`config.mk`:
```
export PLATFORM = sky130hd
export DESIGN_NAME = if_stage
export DESIGN_NICKNAME = d
export VERILOG_FILES = /design/src/rtl/if_stage_pkg.sv /design/src/rtl/if_skid.sv /design/src/rtl/if_stage.sv
export SDC_FILE = /design/constraint.sdc
export NUM_CORES = 1
export LEC_CHECK = 0
export ABC_CLOCK_PERIOD_IN_PS = 1600
export CAP_MARGIN = 0
export CORE_UTILIZATION = 45
export CTS_CLUSTER_SIZE = 16
export DETAILED_ROUTE_END_ITERATION = 6
export PLACE_DENSITY = 0.76
export SETUP_SLACK_MARGIN = 0.2
export SLEW_MARGIN = 10
export SYNTH_ARGS = -nofsm -noshare
export SYNTH_HDL_FRONTEND = slang
export SYNTH_SLANG_ARGS = --single-unit
export TNS_END_PERCENT = 5
```
`constraint.sdc`:
```
create_clock -name clk_i -period 1.6 [get_ports clk_i]
set_input_delay 0.24 -clock clk_i [delete_from_list [all_inputs] [get_ports clk_i]]
set_output_delay 0.24 -clock clk_i [all_outputs]
set_load 0.03 [all_outputs]
```
`src/rtl/if_stage_pkg.sv`:
```
// Shared fetch-stage definitions: reset PC, bubble instruction, fetch FSM encoding.
// Latency: n/a (definitions only).
// Backpressure: n/a.
package if_stage_pkg;

  localparam logic [31:0] IF_RESET_PC = 32'h0000_0000;
  localparam logic [31:0] IF_NOP_INST = 32'h0000_0013;  // addi x0,x0,0

  // Fetch FSM encoding, kept as plain constants for legacy tool flows.
  localparam logic [1:0] FS_IDLE = 2'd0;  // free to issue a request
  localparam logic [1:0] FS_WAIT = 2'd1;  // granted, waiting for the response
  localparam logic [1:0] FS_DROP = 2'd2;  // waiting for a stale response to discard

  typedef struct packed {
    logic [31:0] pc;
    logic [31:0] inst;
  } fetch_t;

  // Sequential PC step; wraps modulo 2^32.
  function automatic logic [31:0] pc_incr(input logic [31:0] pc);
    return pc + 32'd4;
  endfunction

endpackage

```
`src/rtl/if_skid.sv`:
```
// One-entry {pc, inst} holding register used while decode is stalled.
// Latency: loaded entry is visible on o_entry/o_valid the cycle after i_load.
// Backpressure: clear has priority over load, load over pop; caller never loads a full entry.
module if_skid
  import if_stage_pkg::*;
#(
  parameter logic [31:0] NOP_INST = IF_NOP_INST
) (
  input  logic   clk_i,
  input  logic   rst_ni,
  input  logic   i_load,
  input  logic   i_pop,
  input  logic   i_clear,
  input  fetch_t i_entry,
  output fetch_t o_entry,
  output logic   o_valid
);

  fetch_t r_entry;
  logic   r_valid;

  // Occupancy flag: clear beats load, load beats pop.
  always_ff @(posedge clk_i or negedge rst_ni) begin
    if (!rst_ni) begin
      r_valid <= 1'b0;
    end else if (i_clear) begin
      r_valid <= 1'b0;
    end else if (i_load) begin
      r_valid <= 1'b1;
    end else if (i_pop) begin
      r_valid <= 1'b0;
    end
  end

  // Payload captured only on load; stale contents are harmless once r_valid drops.
  always_ff @(posedge clk_i or negedge rst_ni) begin
    if (!rst_ni) begin
      r_entry <= '{pc: 32'h0, inst: NOP_INST};
    end else if (i_load && !i_clear) begin
      r_entry <= i_entry;
    end
  end

  assign o_entry = r_entry;
  assign o_valid = r_valid;

endmodule

```
`src/rtl/if_stage.sv`:
```
// Instruction fetch: PC, single-outstanding imem port, IF/ID register; optional IF_PERF_EN counters.
// Latency: grant in t, rvalid in t+1, instruction on id_*_o in t+2 (1 instr / 2 cycles).
// Backpressure: stall_i holds IF/ID, a response arriving under stall parks in the skid and blocks new requests.
module if_stage
  import if_stage_pkg::*;
#(
  parameter logic [31:0] RESET_PC = IF_RESET_PC,
  parameter logic [31:0] NOP_INST = IF_NOP_INST
) (
  input  logic        clk_i,
  input  logic        rst_ni,
  input  logic        stall_i,
  input  logic        flush_i,
  input  logic [31:0] redirect_pc_i,
  input  logic        wfi_i,
  input  logic        wake_i,
  output logic        im_req_o,
  output logic [31:0] im_addr_o,
  input  logic        im_gnt_i,
  input  logic        im_rvalid_i,
  input  logic [31:0] im_rdata_i,
`ifdef IF_PERF_EN
  output logic [31:0] perf_fetch_o,
  output logic [31:0] perf_drop_o,
`endif
  output logic [31:0] id_pc_o,
  output logic [31:0] id_inst_o,
  output logic        id_valid_o
);

  logic [1:0]  r_state;
  logic [31:0] r_pc;
  logic        r_sleep_q;
  logic [31:0] r_id_pc;
  logic [31:0] r_id_inst;
  logic        r_id_valid;

  logic        w_skid_v;
  fetch_t      w_skid_entry;
  logic        w_gnt;
  logic        w_rsp_wait;
  logic        w_accept;
  logic        w_discard;
  logic        w_deliver;
  logic        w_skid_load;
  logic        w_skid_pop;

  // Requests only from IDLE with an empty skid and not asleep; masked during reset.
  assign im_req_o  = (r_state == FS_IDLE) & ~w_skid_v & ~r_sleep_q & rst_ni;
  assign im_addr_o = r_pc;
  assign w_gnt     = im_req_o & im_gnt_i;

  // Response outcomes: accepted (to IF/ID or skid) or discarded as stale.
  assign w_rsp_wait  = (r_state == FS_WAIT) & im_rvalid_i;
  assign w_accept    = w_rsp_wait & ~flush_i;
  assign w_discard   = (w_rsp_wait & flush_i) | ((r_state == FS_DROP) & im_rvalid_i);
  assign w_deliver   = w_accept & ~stall_i;
  assign w_skid_load = w_accept & stall_i;
  assign w_skid_pop  = ~flush_i & ~stall_i & w_skid_v;

  if_skid #(
    .NOP_INST (NOP_INST)
  ) u_skid (
    .clk_i   (clk_i),
    .rst_ni  (rst_ni),
    .i_load  (w_skid_load),
    .i_pop   (w_skid_pop),
    .i_clear (flush_i),
    .i_entry ('{pc: r_pc, inst: im_rdata_i}),
    .o_entry (w_skid_entry),
    .o_valid (w_skid_v)
  );

  // Fetch FSM and PC: a flush always redirects, an accepted response advances by 4.
  always_ff @(posedge clk_i or negedge rst_ni) begin
    if (!rst_ni) begin
      r_state <= FS_IDLE;
      r_pc    <= RESET_PC;
    end else begin
      case (r_state)
        FS_IDLE: begin
          if (w_gnt) begin
            r_state <= flush_i ? FS_DROP : FS_WAIT;
          end
          if (flush_i) begin
            r_pc <= redirect_pc_i;
          end
        end
        FS_WAIT: begin
          if (flush_i) begin
            r_pc    <= redirect_pc_i;
            r_state <= im_rvalid_i ? FS_IDLE : FS_DROP;
          end else if (im_rvalid_i) begin
            r_pc    <= pc_incr(r_pc);
            r_state <= FS_IDLE;
          end
        end
        FS_DROP: begin
          if (im_rvalid_i) begin
            r_state <= FS_IDLE;
          end
          if (flush_i) begin
            r_pc <= redirect_pc_i;
          end
        end
        default: begin
          r_state <= FS_IDLE;
        end
      endcase
    end
  end

  // Sleep flag: wake dominates a simultaneous wfi.
  always_ff @(posedge clk_i or negedge rst_ni) begin
    if (!rst_ni) begin
      r_sleep_q <= 1'b0;
    end else if (wake_i) begin
      r_sleep_q <= 1'b0;
    end else if (wfi_i) begin
      r_sleep_q <= 1'b1;
    end
  end

  // IF/ID register: flush > stall > skid > fresh response > bubble.
  always_ff @(posedge clk_i or negedge rst_ni) begin
    if (!rst_ni) begin
      r_id_pc    <= 32'h0;
      r_id_inst  <= NOP_INST;
      r_id_valid <= 1'b0;
    end else if (flush_i) begin
      r_id_pc    <= 32'h0;
      r_id_inst  <= NOP_INST;
      r_id_valid <= 1'b0;
    end else if (stall_i) begin
      r_id_pc    <= r_id_pc;
      r_id_inst  <= r_id_inst;
      r_id_valid <= r_id_valid;
    end else if (w_skid_v) begin
      r_id_pc    <= w_skid_entry.pc;
      r_id_inst  <= w_skid_entry.inst;
      r_id_valid <= 1'b1;
    end else if (w_deliver) begin
      r_id_pc    <= r_pc;
      r_id_inst  <= im_rdata_i;
      r_id_valid <= 1'b1;
    end else begin
      r_id_pc    <= 32'h0;
      r_id_inst  <= NOP_INST;
      r_id_valid <= 1'b0;
    end
  end

  assign id_pc_o    = r_id_pc;
  assign id_inst_o  = r_id_inst;
  assign id_valid_o = r_id_valid;

`ifdef IF_PERF_EN
  logic [31:0] r_perf_fetch;
  logic [31:0] r_perf_drop;

  // Event counters for accepted and discarded responses; wrap naturally.
  always_ff @(posedge clk_i or negedge rst_ni) begin
    if (!rst_ni) begin
      r_perf_fetch <= 32'h0;
      r_perf_drop  <= 32'h0;
    end else begin
      if (w_accept) begin
        r_perf_fetch <= r_perf_fetch + 32'd1;
      end
      if (w_discard) begin
        r_perf_drop <= r_perf_drop + 32'd1;
      end
    end
  end

  assign perf_fetch_o = r_perf_fetch;
  assign perf_drop_o  = r_perf_drop;
`else
  // Discard tracking only feeds the optional counters.
  logic w_unused;
  assign w_unused = w_discard;
`endif

endmodule

```
-- After elaboration in Yosys (flattened, before gate mapping)
Cells that the tools add are included.
- $add $sub $neg: 1
- equality and inequality tests: 6
- muxes and demuxes: 27
- bitwise operators: 14
- reductions and logical operators: 8
- operator list (cell ; count):
    32-bit two-way mux ; 11
    32-bit one-hot mux with 2 select lines ; 1
    32-bit by 3-bit adder with 32-bit output (second input constant) ; 1
    1-bit AND ; 10
    2-bit two-way mux ; 5
    1-bit two-way mux ; 9
    2-bit one-hot mux with 3 select lines ; 1
    2-bit by 1-bit inequality test with 1-bit output (second input constant) ; 2
    1-bit inverter ; 4
    2-bit nonzero test ; 2
    3-bit inequality test (second input constant) ; 1
    3-bit AND reduction ; 1
    3-bit nonzero test ; 1
    2-bit by 1-bit equality test with 1-bit output (second input constant) ; 1
    2-bit equality test (second input constant) ; 1
    2-bit logical NOT ; 1
    2-bit inequality test (second input constant) ; 1
    2-bit OR reduction ; 1
    1-bit logical AND ; 1
    1-bit logical NOT ; 1
- flip-flop bits (word level): 165
- input port bits: 72
- output and inout bits: 98
- logic and storage cells: 65

-- Longest topological paths before layout
- depth after elaboration: 8
- mapped depth: 8
- depth with buffers taken out: 6

-- Cells and area by module
Synthesis repeated with hierarchy kept, for this count alone.
- cell total of the unflattened synthesis: 644
- area total of the unflattened synthesis: 7661.1 um^2
- modules (own cells, without submodules) (module ; instances ; cells an instance ; area an instance (um^2) ; sequential area each (um^2)):
    if_stage ; 1 ; 504 ; 4916.0 ; 2506.2
    if_skid ; 1 ; 140 ; 2745.1 ; 1630.3

-- Worst setup path before layout
OpenSTA, ideal clock, no wires.
- path kind: reg2reg
- from: register r_pc[2] (netlist: im_addr_o[2])
- to: register r_pc[24] (netlist: im_addr_o[24])
- library setup time: 0.133 ns
- arrival time: 1.796 ns
- required time: 1.467 ns
- setup slack: -0.329 ns
- cell stages (with the launch flop): 7
- buffers on the path: 0
- clock period less this slack: 1.929 ns
- cells stage by stage: dfrtp_1 > ha_1 > and2_1 > nand2_1 > or4_4 > o22ai_1 > a2bb2oi_2
- longest elaborated chain between the ends: 4
- ends and longest elaborated chain (item ; line ; text):
    start, declared ; if_stage.sv:32 ; logic [31:0] r_pc;
    start signal, assigned ; if_stage.sv:86 ; r_pc <= redirect_pc_i;
    start signal, assigned ; if_stage.sv:91 ; r_pc <= redirect_pc_i;
    start signal, assigned ; if_stage.sv:94 ; r_pc <= pc_incr(r_pc);
    32-bit by 3-bit adder with 32-bit output ; if_stage_pkg.sv:21 ; return pc + 32'd4;
    32-bit two-way mux ; if_stage.sv:93 ; end else if (im_rvalid_i) begin
    32-bit two-way mux ; if_stage.sv:90 ; if (flush_i) begin
    32-bit one-hot mux with 2 select lines ; if_stage.sv:80 ; case (r_state)
Every way passes these cells. The select of a mux whose other input is x is not followed.
A chain may end at the register's enable or synchronous reset.

-- Worst setup path in the final report
- from: input im_rvalid_i
- to: register r_pc[25] (netlist: im_addr_o[25])
- longest elaborated chain between the ends: 2
- ends and longest elaborated chain (item ; line ; text):
    start, declared ; if_stage.sv:20 ; input logic im_rvalid_i,
    3-bit inequality test (no source line) ; - ;
    3-bit AND reduction (no source line) ; - ;
Every way passes these cells.

==> impl_metrics.yaml <==
synth:
  synth_seq_cells: 165
  synth_mux_area_share_pct: 10.34
  syn_area_per_cell_um2: 11.37
  synth_edf_count: 0
  synthCells: 642
  syn_area_um2: 7297
  synth_top_area_share_pct: 54.53
  synth_compound_area_share_pct: 16.67
  synth-xor-area-share_pct: 0
  synthSimpleGateAreaFrac_pct: 9.945
  synth_top_family_by_area: "compound AO/OA/AOI/OAI gates"
  async_flop_share_pct: 100.0
  yosys.area_share.adder_pct: 0.1715
  ys_top_cells_by_area: "dfrtp_1 55%, mux2_1 9.0%, a222oi_1 8.4%, inv_1 3.3%, nand2_1 2.5%"
  synth.net_count: 715
  ys_seq_area_share_pct: 56.69
  synth_warnings: 0
  synth_ff_type: "dfrtp_1"
  synth_area_leader_cell: "dfrtp_1"
  synth_cell_types: 54
timing:
  rsz0062_at_grt: "true"
  worstMarginPinSlew_ns: 0.4023
  final.period_utilization_pct: 104.5
  slew_headroom_pct: 73.09
  setup_ws_ns: -0.07248
  setup_tns_ns: -1.444
  hold_viol: 0
  fin_skew_ns: 0.009550
  min_period_ns: 1.672
  slew_violations: 0
  fmax_mhz: 597.9
  whs_ns: 0.2305
  setup-violations-final: 75
clocking:
  clk_latency_ns: 0.43
  numCtsBuffers: 17
  cts_max_path_buffers: 2
  cts_tree: "done"
  h-tree-depth: 4
  cts_num_sinks: 165
  root_buffer: "clkbuf_16"
  clk_pin_slew_worst_paths_ns: 0.06
global_routing:
  grt_overflow: 0
  grt_pass1_vias: 6701
  grt_max_degree: 70
  grt_first_pass_wirelength_um: 34620
  antenna_found_initial: 0
  grt.total_usage_pct: 27.12
run_status:
  violations: "DRC, setup timing"
  status: "finished, violations left"
placement:
  pre_cts_ws_ns: -0.4242
  hpwlAfterDp_um: 14820
  place_area_um2: 9975
  numPortBuffers: 169
  place_congestion: 0.8629
cells_and_area:
  final_core_util_pct: 68.52
  num_antenna_cells: 0
  area_delta_synth_final_pct: 49.16
  layout_common_cells: "136 x dfrtp_1, 92 x buf_4, 69 x clkdlybuf4s50_1"
  layout_commonest_cell: "dfrtp_1"
  layout-drive-gt1-share_pct: 38.08
  fin_nets: 958
  stdcell_area_um2: 10880
hold_path:
  hp-start: "rst_ni"
  whs_endpoint: "r_state[0]"
  hold_depth: 4
  worstHoldPathType: "in -> reg"
die:
  core_area_um2: 15890
  initial_core_util_pct: 45.94
  dieWidth_um: 129.3
  num_io_pins: 170
  rows: 46
  design.die.area_um2: 16730
  die_h_um: 129.3
power:
  irDropWorstVdd_mv: 0.7306
  swShare_pct: 26.69
  leakagePower_nw: 5.246
  power_switching_mw: 2.992
  power_frac_comb_pct: 19.2
  p_int_mw: 8.219
  p_per_area_nw_per_um2: 1030
  p_clk_share_pct: 36.4
  p_seq_share_pct: 44.4
worst_setup_path:
  cp-start-kind: "input port"
  critPathSlowestCell: "clkdlybuf4s50_1"
  cp-end-kind: "flop"
  required_ns: 1.90
  reg2reg_to: "im_addr_o[24]"
  worst-setup-path-type: "in -> reg"
  worstPathArrival_ns: 1.98
  timing.rr.start: "im_addr_o[2]"
  crit_fanout: 6
  max_stage_delay_ns: 0.60
  r2r_slack_ns: -0.07
  worstPathCellList: "clkdlybuf4s50_1, a21o_1, buf_4, nand2_2, a32oi_1, o21ai_0, mux2_1"
  rr_worst_depth: 6
job:
  max_cap_violations: 0
routing:
  vias: 6534
  wl_um: 22440
  wl_per_cell_um: 20.14
  drtIter0Drc: 778
  first_pass_iters: 7
  drc_errors: 6
  via_per_inst: 5.865
  ant_nets: 0
cells by family after synthesis:
family	count (synthesis)
muxes	67
DFF	165
AOI/OAI and AO/OA	154
buffers and inverters	113
adders and majority gates	1
and+or+nand+nor	142
cells in the mapped netlist, types with 9 or more instances:
cell      number
dfrtp_1      159
inv_1         65
a222oi_1      61
mux2_1        58
nand2_1       48
a21oi_1       29
nor2_1        29
clkbuf_1      24
buf_2         19
nand3_1       16
o21ai_0       16
mux2_2         9
stage by stage:
| step | total power [mW] | cells |
|---|---|---|
| detailed placement | 6.905 | 1074 |
| CTS | 11.18 | 1108 |
| global route | 11.62 | 1114 |
| global placement | 6.789 | 1074 |
| finish | 11.21 | 1114 |
| floorplan | 5.839 | 642 |
per-layer routing:
layer	track usage (%)	wire length, um
met1	33.41	8923
met2	45.38	11060
met3	7.514	1927
met4	10.38	531
met5	0	0
power by group through the flow:
stage	clock (mW)	sequential, mW	combinational (mW)
after floorplan	0	5.22	0.619
after detailed placement	0	5.00	1.90
after global placement	0	4.97	1.82
after CTS	4.14	4.96	2.09
final	4.08	4.98	2.16
after global routing	4.30	5.02	2.30
worst max-delay path by stage:
stage,slack (ns),from,to
CTS,-0.07,im_addr_o[2],im_addr_o[24]
global placement,-0.35,flush_i,u_skid.o_entry[44]
floorplan,-0.20,im_addr_o[11],im_addr_o[24]
finish,-0.07,im_rvalid_i,im_addr_o[25]
detailed placement,-0.42,flush_i,u_skid.o_entry[39]
global route,-0.16,im_addr_o[9],im_addr_o[16]
critical path: cells and delay by family:
kind                   cells  cell delay, ns
muxes                      1            0.29
buffers and inverters      2            0.74
and+or+nand+nor            1            0.12
AOI/OAI and AO/OA          3            0.57
final cells by class:
cell class | instances | area, um^2
clock buffers | 24 | 491.7
clock inverters | 8 | 97.59
fillers | 1159 | 5001
inverters | 66 | 247.7
multi-input cells | 364 | 3043
flip-flops and latches | 165 | 4165
well taps | 216 | 270.3
repair buffers | 271 | 2569
state kept, by name, summed over array words and instances, names as in the netlist:
signal	count
u_skid.o_entry	64
id_inst_o	32
id_pc_o	32
im_addr_o	32
r_state	2
id_valid_o	1
r_sleep_q	1
u_skid.o_valid	1
repair_timing:
item | CTS | global route
endpoints found under the setup margin | 254 | 201
hold endpoints to repair | 159 | 0
hold buffers | 1 | 0
gates resized for setup | 425 | 62
setup buffers | 1 | 6
pin swaps | 65 | 27
No activity file was read; power rests on OpenSTA's default activity.
